## config.mk

```make
export PLATFORM = sky130hd
export DESIGN_NAME = apb_i2c_cmd_sequencer
export DESIGN_NICKNAME = d
export VERILOG_FILES = /design/src/rtl/apb_i2c_cmd_sequencer.sv
export SDC_FILE = /design/constraint.sdc
export NUM_CORES = 1
export LEC_CHECK = 0
export ABC_AREA = 1
export ABC_CLOCK_PERIOD_IN_PS = 3600
export BUFFER_PORTS_ARGS = -buffer_cell sky130_fd_sc_hd__buf_4
export CORE_MARGIN = 2
export CORE_UTILIZATION = 39
export CTS_BUF_LIST = sky130_fd_sc_hd__clkbuf_8
export CTS_CLUSTER_SIZE = 28
export DETAILED_ROUTE_END_ITERATION = 8
export SLEW_MARGIN = 20
export SYNTH_ARGS = -nofsm -noshare
export SYNTH_HDL_FRONTEND = slang
export SYNTH_SLANG_ARGS = --single-unit
```

## constraint.sdc

```tcl
create_clock -name PCLK -period 3.6 [get_ports PCLK]
set_clock_uncertainty 0.15 [all_clocks]
set_input_delay 0.36 -clock PCLK [delete_from_list [all_inputs] [get_ports PCLK]]
set_output_delay 0.36 -clock PCLK [all_outputs]
set_load 0.02 [all_outputs]
```

## src/rtl/apb_i2c_cmd_sequencer.sv

```systemverilog
// apb_i2c_cmd_sequencer
// Turns a host command stream into APB master transfers towards the APB-to-I2C
// bridge. Commands are queued in a small FIFO. Each command becomes exactly one
// APB transfer (SETUP then ACCESS). The sequencer waits for PREADY, and if the
// wait runs too long it aborts the transfer. It returns one response per command.
//
// Optional feature (macro SEQ_RX_GATE_EN): a READ_RX command at the FIFO head is
// held in IDLE while INT_RX=1 (bridge RX empty). Commands behind it stay in order.
// When the macro is undefined, INT_RX is ignored.
module apb_i2c_cmd_sequencer #(
    parameter int FIFO_DEPTH = 4,   // power of two, 2..16
    parameter int WAIT_MAX   = 16   // ACCESS cycles without PREADY before abort
) (
    input  logic                          PCLK,
    input  logic                          PRESET,
    // host command stream
    input  logic                          cmd_valid,
    output logic                          cmd_ready,
    input  logic [1:0]                    cmd_op,
    input  logic [31:0]                   cmd_data,
    // host response stream
    output logic                          rsp_valid,
    input  logic                          rsp_ready,
    output logic [31:0]                   rsp_data,
    output logic                          rsp_err,
    output logic                          rsp_timeout,
    // APB master port
    output logic                          PSELx,
    output logic                          PENABLE,
    output logic                          PWRITE,
    output logic [31:0]                   PADDR,
    output logic [31:0]                   PWDATA,
    input  logic [31:0]                   PRDATA,
    input  logic                          PREADY,
    input  logic                          PSLVERR,
    // bridge status
    input  logic                          INT_RX,
    // status
    output logic                          busy,
    output logic [$clog2(FIFO_DEPTH):0]   fifo_level
);

    localparam int AW = $clog2(FIFO_DEPTH);
    localparam int LW = AW + 1;
    localparam int CW = $clog2(WAIT_MAX) + 1;

    localparam logic [LW-1:0] LEVEL_FULL = LW'(FIFO_DEPTH);
    localparam logic [CW-1:0] WAIT_LAST  = CW'(WAIT_MAX - 1);
    localparam logic [1:0]    OP_READ_RX = 2'b01;

    typedef enum logic [1:0] {
        S_IDLE,
        S_SETUP,
        S_ACCESS,
        S_RESP
    } state_t;

    state_t state, state_nxt;

    // ------------------------------------------------------------------
    // Command FIFO
    // ------------------------------------------------------------------
    logic [1:0]    fifo_op  [FIFO_DEPTH];
    logic [31:0]   fifo_dat [FIFO_DEPTH];
    logic [AW-1:0] wr_ptr, rd_ptr;
    logic [LW-1:0] count;
    logic          full, push, pop;
    logic [1:0]    head_op;
    logic [31:0]   head_data;
    logic          head_blocked;

    assign full      = (count == LEVEL_FULL);
    assign cmd_ready = !full;
    assign push      = cmd_valid && !full;
    assign head_op   = fifo_op[rd_ptr];
    assign head_data = fifo_dat[rd_ptr];

`ifdef SEQ_RX_GATE_EN
    // A read of an empty RX buffer is pointless, so hold it at the head.
    assign head_blocked = (head_op == OP_READ_RX) && INT_RX;
`else
    assign head_blocked = 1'b0;
    logic unused_int_rx;
    assign unused_int_rx = INT_RX;
`endif

    // Command storage: write the slot at wr_ptr on each accepted command.
    // NOTE: the storage array is deliberately not reset. Occupancy lives in count, so stale slots are never read.
    always_ff @(posedge PCLK) begin
        if (push) begin
            fifo_op[wr_ptr]  <= cmd_op;
            fifo_dat[wr_ptr] <= cmd_data;
        end
    end

    // FIFO pointers and occupancy. Push and pop in the same cycle keep the level.
    // NOTE: clocked state uses non-blocking (<=) so every register samples pre-edge values.
    always_ff @(posedge PCLK or posedge PRESET) begin
        if (PRESET) begin
            wr_ptr <= '0;
            rd_ptr <= '0;
            count  <= '0;
        end else begin
            if (push) wr_ptr <= wr_ptr + AW'(1);
            if (pop)  rd_ptr <= rd_ptr + AW'(1);
            case ({push, pop})
                2'b10:   count <= count + LW'(1);
                2'b01:   count <= count - LW'(1);
                default: count <= count;
            endcase
        end
    end

    // ------------------------------------------------------------------
    // Transfer FSM
    // ------------------------------------------------------------------
    logic [1:0]    op_q;
    logic [31:0]   data_q;
    logic [CW-1:0] wait_cnt;
    logic [31:0]   rsp_data_q;
    logic          rsp_err_q;
    logic          rsp_to_q;
    logic          wait_expired;

    assign wait_expired = (wait_cnt == WAIT_LAST);

    // State register. Reset drops straight to IDLE, which clears the APB outputs at once.
    always_ff @(posedge PCLK or posedge PRESET) begin
        if (PRESET) state <= S_IDLE;
        else        state <= state_nxt;
    end

    // Next state and pop decision. Popping happens only on IDLE->SETUP.
    // NOTE: defaults are assigned first so no path leaves a signal unassigned; otherwise a latch would be inferred.
    always_comb begin
        state_nxt = state;
        pop       = 1'b0;
        case (state)
            S_IDLE: begin
                if ((count != '0) && !head_blocked) begin
                    pop       = 1'b1;
                    state_nxt = S_SETUP;
                end
            end
            S_SETUP:  state_nxt = S_ACCESS;
            S_ACCESS: begin
                if (PREADY || wait_expired) state_nxt = S_RESP;
            end
            S_RESP: begin
                if (rsp_ready) state_nxt = S_IDLE;
            end
            default:  state_nxt = S_IDLE;
        endcase
    end

    // Datapath: latch the popped command and count ACCESS cycles.
    // Capture the completion status; PREADY wins over the timeout.
    always_ff @(posedge PCLK or posedge PRESET) begin
        if (PRESET) begin
            op_q       <= 2'b00;
            data_q     <= '0;
            wait_cnt   <= '0;
            rsp_data_q <= '0;
            rsp_err_q  <= 1'b0;
            rsp_to_q   <= 1'b0;
        end else if (pop) begin
            op_q     <= head_op;
            data_q   <= head_data;
            wait_cnt <= '0;
        end else if (state == S_ACCESS) begin
            wait_cnt <= wait_cnt + CW'(1);
            if (PREADY) begin
                rsp_data_q <= (op_q == OP_READ_RX) ? PRDATA : 32'd0;
                rsp_err_q  <= PSLVERR;
                rsp_to_q   <= 1'b0;
            end else if (wait_expired) begin
                rsp_data_q <= '0;
                rsp_err_q  <= 1'b0;
                rsp_to_q   <= 1'b1;
            end
        end
    end

    // ------------------------------------------------------------------
    // Outputs. These are decoded from the state register only, so the bus is quiet outside a transfer.
    // ------------------------------------------------------------------
    logic is_write;

    assign is_write    = (op_q != OP_READ_RX);
    assign PSELx       = (state == S_SETUP) || (state == S_ACCESS);
    assign PENABLE     = (state == S_ACCESS);
    assign PWRITE      = PSELx && is_write;
    assign PADDR       = PSELx ? {28'd0, op_q, 2'b00} : 32'd0;
    assign PWDATA      = (PSELx && is_write) ? data_q : 32'd0;

    assign rsp_valid   = (state == S_RESP);
    assign rsp_data    = rsp_valid ? rsp_data_q : 32'd0;
    assign rsp_err     = rsp_valid && rsp_err_q;
    assign rsp_timeout = rsp_valid && rsp_to_q;

    assign fifo_level  = count;
    assign busy        = (state != S_IDLE) || (count != '0);

    // ------------------------------------------------------------------
    // Protocol invariants
    // ------------------------------------------------------------------
    a_enable_needs_select: assert property (@(posedge PCLK) disable iff (PRESET)
        PENABLE |-> PSELx);

    a_access_stable: assert property (@(posedge PCLK) disable iff (PRESET)
        (state == S_ACCESS && $past(state) == S_ACCESS)
            |-> ($stable(PADDR) && $stable(PWRITE) && $stable(PWDATA)));

    a_level_bound: assert property (@(posedge PCLK) disable iff (PRESET)
        count <= LEVEL_FULL);

endmodule

```

==> flow_summary.toml <==
[critical_path]
cpMostUsedCell = "buf_4"
endpoint_kind = "output pin"
cp_slowest_cell = "ha_1"
worst_path_largest_cell_delay_ns = 0.49
critPathLaunchType = "flip-flop"
crit_path_cell_trace = "inv_1, ha_1, nand2_1, buf_4, nor2_1, buf_4"
worstSetupPathType = "flip-flop to output pin"
cp_max_fo = 20
critical_path_required_ns = 3.09
cp.arrival_ns = 2.13

[cts]
hold_buffers = 37
clockBufferDepth = 3
cts_buffers = 38
clkTransAtPathRegs_ns = 0.05
cts.sinks = 218
postCtsSetupBuffers = 0
h-tree-depth = 2
clk_latency_ns = 0.54
cts_tree = "done"
cts_root_buf = "clkbuf_8"
cts.repair.resized = 0

[cells_and_area]
fillers = 2495
drive_gt1_frac = 0.1696
seq_area_mm2 = 0.006137
area_growth_pct = 22.59
nNetsFinal = 1453
multiInputGateArea_mm2 = 0.002939
final_cell_count_no_fill = 1733

[placed_design]
hpwlAfterDp_um = 13690
io_buffers = 148
gp_congestion = 0.7601
place_ws_ns = 1.370
dpl.cell_count = 1626

[route]
ant_nets = 0
route.vias.total = 7693
drc_errors = 0
wl_per_cell_um = 13.57
drtIter0Drc = 413
drtPass1Iterations = 5
vias_per_cell = 4.439
wl_um = 23510

[logic_synthesis]
ys.flop_type = "edfxtp_1"
synth_top_family_by_area = "simple AND/OR/NAND/NOR gates"
synth-compound-area-share = 0.002655
synth_cells = 1178
yosys.area_share.simple = 0.2468
async_flop_share = 0.3761
synth-seq-cells = 218
avgSynthCellArea_um2 = 8.802
synthAdderAreaFrac = 0.01520
muxShareOfSynthArea = 0
synth_area_mm2 = 0.01037
yosysSeqAreaShare = 0.5918
yosysWarnings = 0
ys_types = 32
synth_enable_flop_cells = 136
synth_xor_area_frac = 0.005068

[sta]
period_needed_ns = 2.639
maxSlewViolCount = 0
rsz0062_at_grt = "no"
tightest_slew_ns = 0.9060
hold_viol_final = 0
layout_setup_ws_ns = 0.9608
fin_tns_setup_ns = 0
fmaxAchievable_mhz = 378.9
period_share = 0.7331
setup_viol = 0
hold_slack_ns = 0.04127
relSlewSlack = 0.3952

[pwr]
total_leakage_power_uw = 0.006754
peakVddDrop_mv = 0.4264
p_per_area_mw_per_mm2 = 794.6

[global_route]
globalRouteOverflowTotal = 0
track_usage = 0.1681
grt_max_degree = 70
grt_antenna_before_repair = 2
grt_pass1_wl_um = 37790
grt_pass1_vias = 7347

[floorplanning]
num_rows = 59
start_util = 0.3979
io_pins = 180
design.core.area_mm2 = 0.02606
die_y_um = 167.1
die-area_mm2 = 0.02791
dieWidth_um = 167.1

[min_path]
hp-class = "input port to flip-flop"

[flow_run]
cap_violations = 0

[status]
outcome = "finished, final reports clean"
==> cell usage in the layout (no fill, tap or decap), types with 2 or more instances in the layout <==
cell type / Yosys / routed
inv_1: 226 / 246
nand3_2: 4 / 4
inv_2: 3 / 3
nand2_4: 2 / 2
nor2_1: 73 / 69
dlygate4sd3_1: 0 / 37
buf_4: 38 / 167
dfrtp_1: 82 / 81
xnor2_1: 2 / 2
o21ai_0: 4 / 4
ha_1: 11 / 11
conb_1: 1 / 30
nand3b_1: 3 / 3
clkbuf_8: 0 / 45
edfxtp_1: 136 / 136
xor2_1: 4 / 4
nand2_2: 2 / 2
nand3_1: 98 / 98
nor2_4: 1 / 5
nand2_1: 433 / 433
nand4_1: 2 / 2
==> through the flow <==
stage                     total power (uW)  utilization  instance area (um2)
final                                10100       0.4878                12710
after global routing                 10890       0.4878                12710
after CTS                            10270       0.4877                12710
after detailed placement              8050       0.4457                11610
after global placement                7974       0.4457                11610
after floorplan                       6733            -                10480
==> critical path: cells and delay by family (launching register included) <==
family / cells / cell delay (ns)
fa+ha+maj: 1 / 0.49
buf+inv: 3 / 0.49
flops: 1 / 0.37
simple gates: 2 / 0.26
==> report_power, final <==
| group | total (uW) | internal [uW] | switching [uW] |
|---|---|---|---|
| clock network | 2130 | 1140 | 989 |
| registers | 3710 | 3430 | 281 |
| logic | 4270 | 1390 | 2880 |
==> cell families (layout without fill, tap and decap cells) <==
group,Yosys count,in the layout
DFF,218,218
xor gates and xnor gates,6,6
buffers and inverters,313,503
other,1,31
and+or+nand+nor,623,623
adders and majority gates,12,12
AOI/OAI and AO/OA,5,5
==> cell type report <==
cell class,count,share of cell area
Inverter,230,0.06812
Sequential cell,218,0.4828
Clock buffer,45,0.04873
Clock inverter,24,0.008170
Antenna cell,1,0.0001969
Multi-Input combinational cell,676,0.2312
Tap cell,335,0.03298
Timing Repair Buffer,204,0.1278
==> cell usage after synthesis, types with 2 or more instances <==
cell type,n,share of area
nand4_1,2,0.0012
nor2_1,73,0.026
buf_1,3,0.0011
xor2_1,4,0.0034
buf_4,38,0.028
dfrtp_1,82,0.20
buf_2,23,0.011
nand3_1,98,0.047
nand3_2,4,0.0039
o21ai_0,4,0.0019
ha_1,11,0.013
nand2_4,2,0.0022
edfxtp_1,136,0.39
clkbuf_1,8,0.0029
nand2_2,2,0.0012
inv_1,226,0.082
nand2_1,433,0.16
nand3b_1,3,0.0022
xnor2_1,2,0.0017
buf_6,10,0.011
inv_2,3,0.0011
==> sequential cells by signal, indices dropped and copies added, names as in the netlist <==
register	flops
fifo_dat	128
data_q	32
rsp_data_q	32
fifo_op	8
wait_cnt	5
fifo_level	3
op_q	2
rd_ptr	2
state	2
wr_ptr	2
rsp_err_q	1
rsp_to_q	1
==> layer usage <==
layer	share of wire	wire [um]	global-route usage
met1	0.44	10310	0.2184
met2	0.47	11060	0.2838
met3	0.074	1741	0.03565
met4	0.017	391	0.04948
met5	0.00055	13	0
==> final timing paths <==
path	cells past startpoint	from	slack (ns)	to
max	6	state[0]	0.96	PWDATA[2]
min	5	PRDATA[29]	0.04	rsp_data_q[29]
max reg2reg	9	fifo_level[0]	1.40	fifo_level[2]
min reg2reg	2	rsp_data_q[19]	0.32	rsp_data_q[19]
max in group asynchronous	4	PRESET	2.19	data_q[14]
min in group asynchronous	3	PRESET	0.38	data_q[31]
Note: power is estimated with default switching activity, not from simulation.
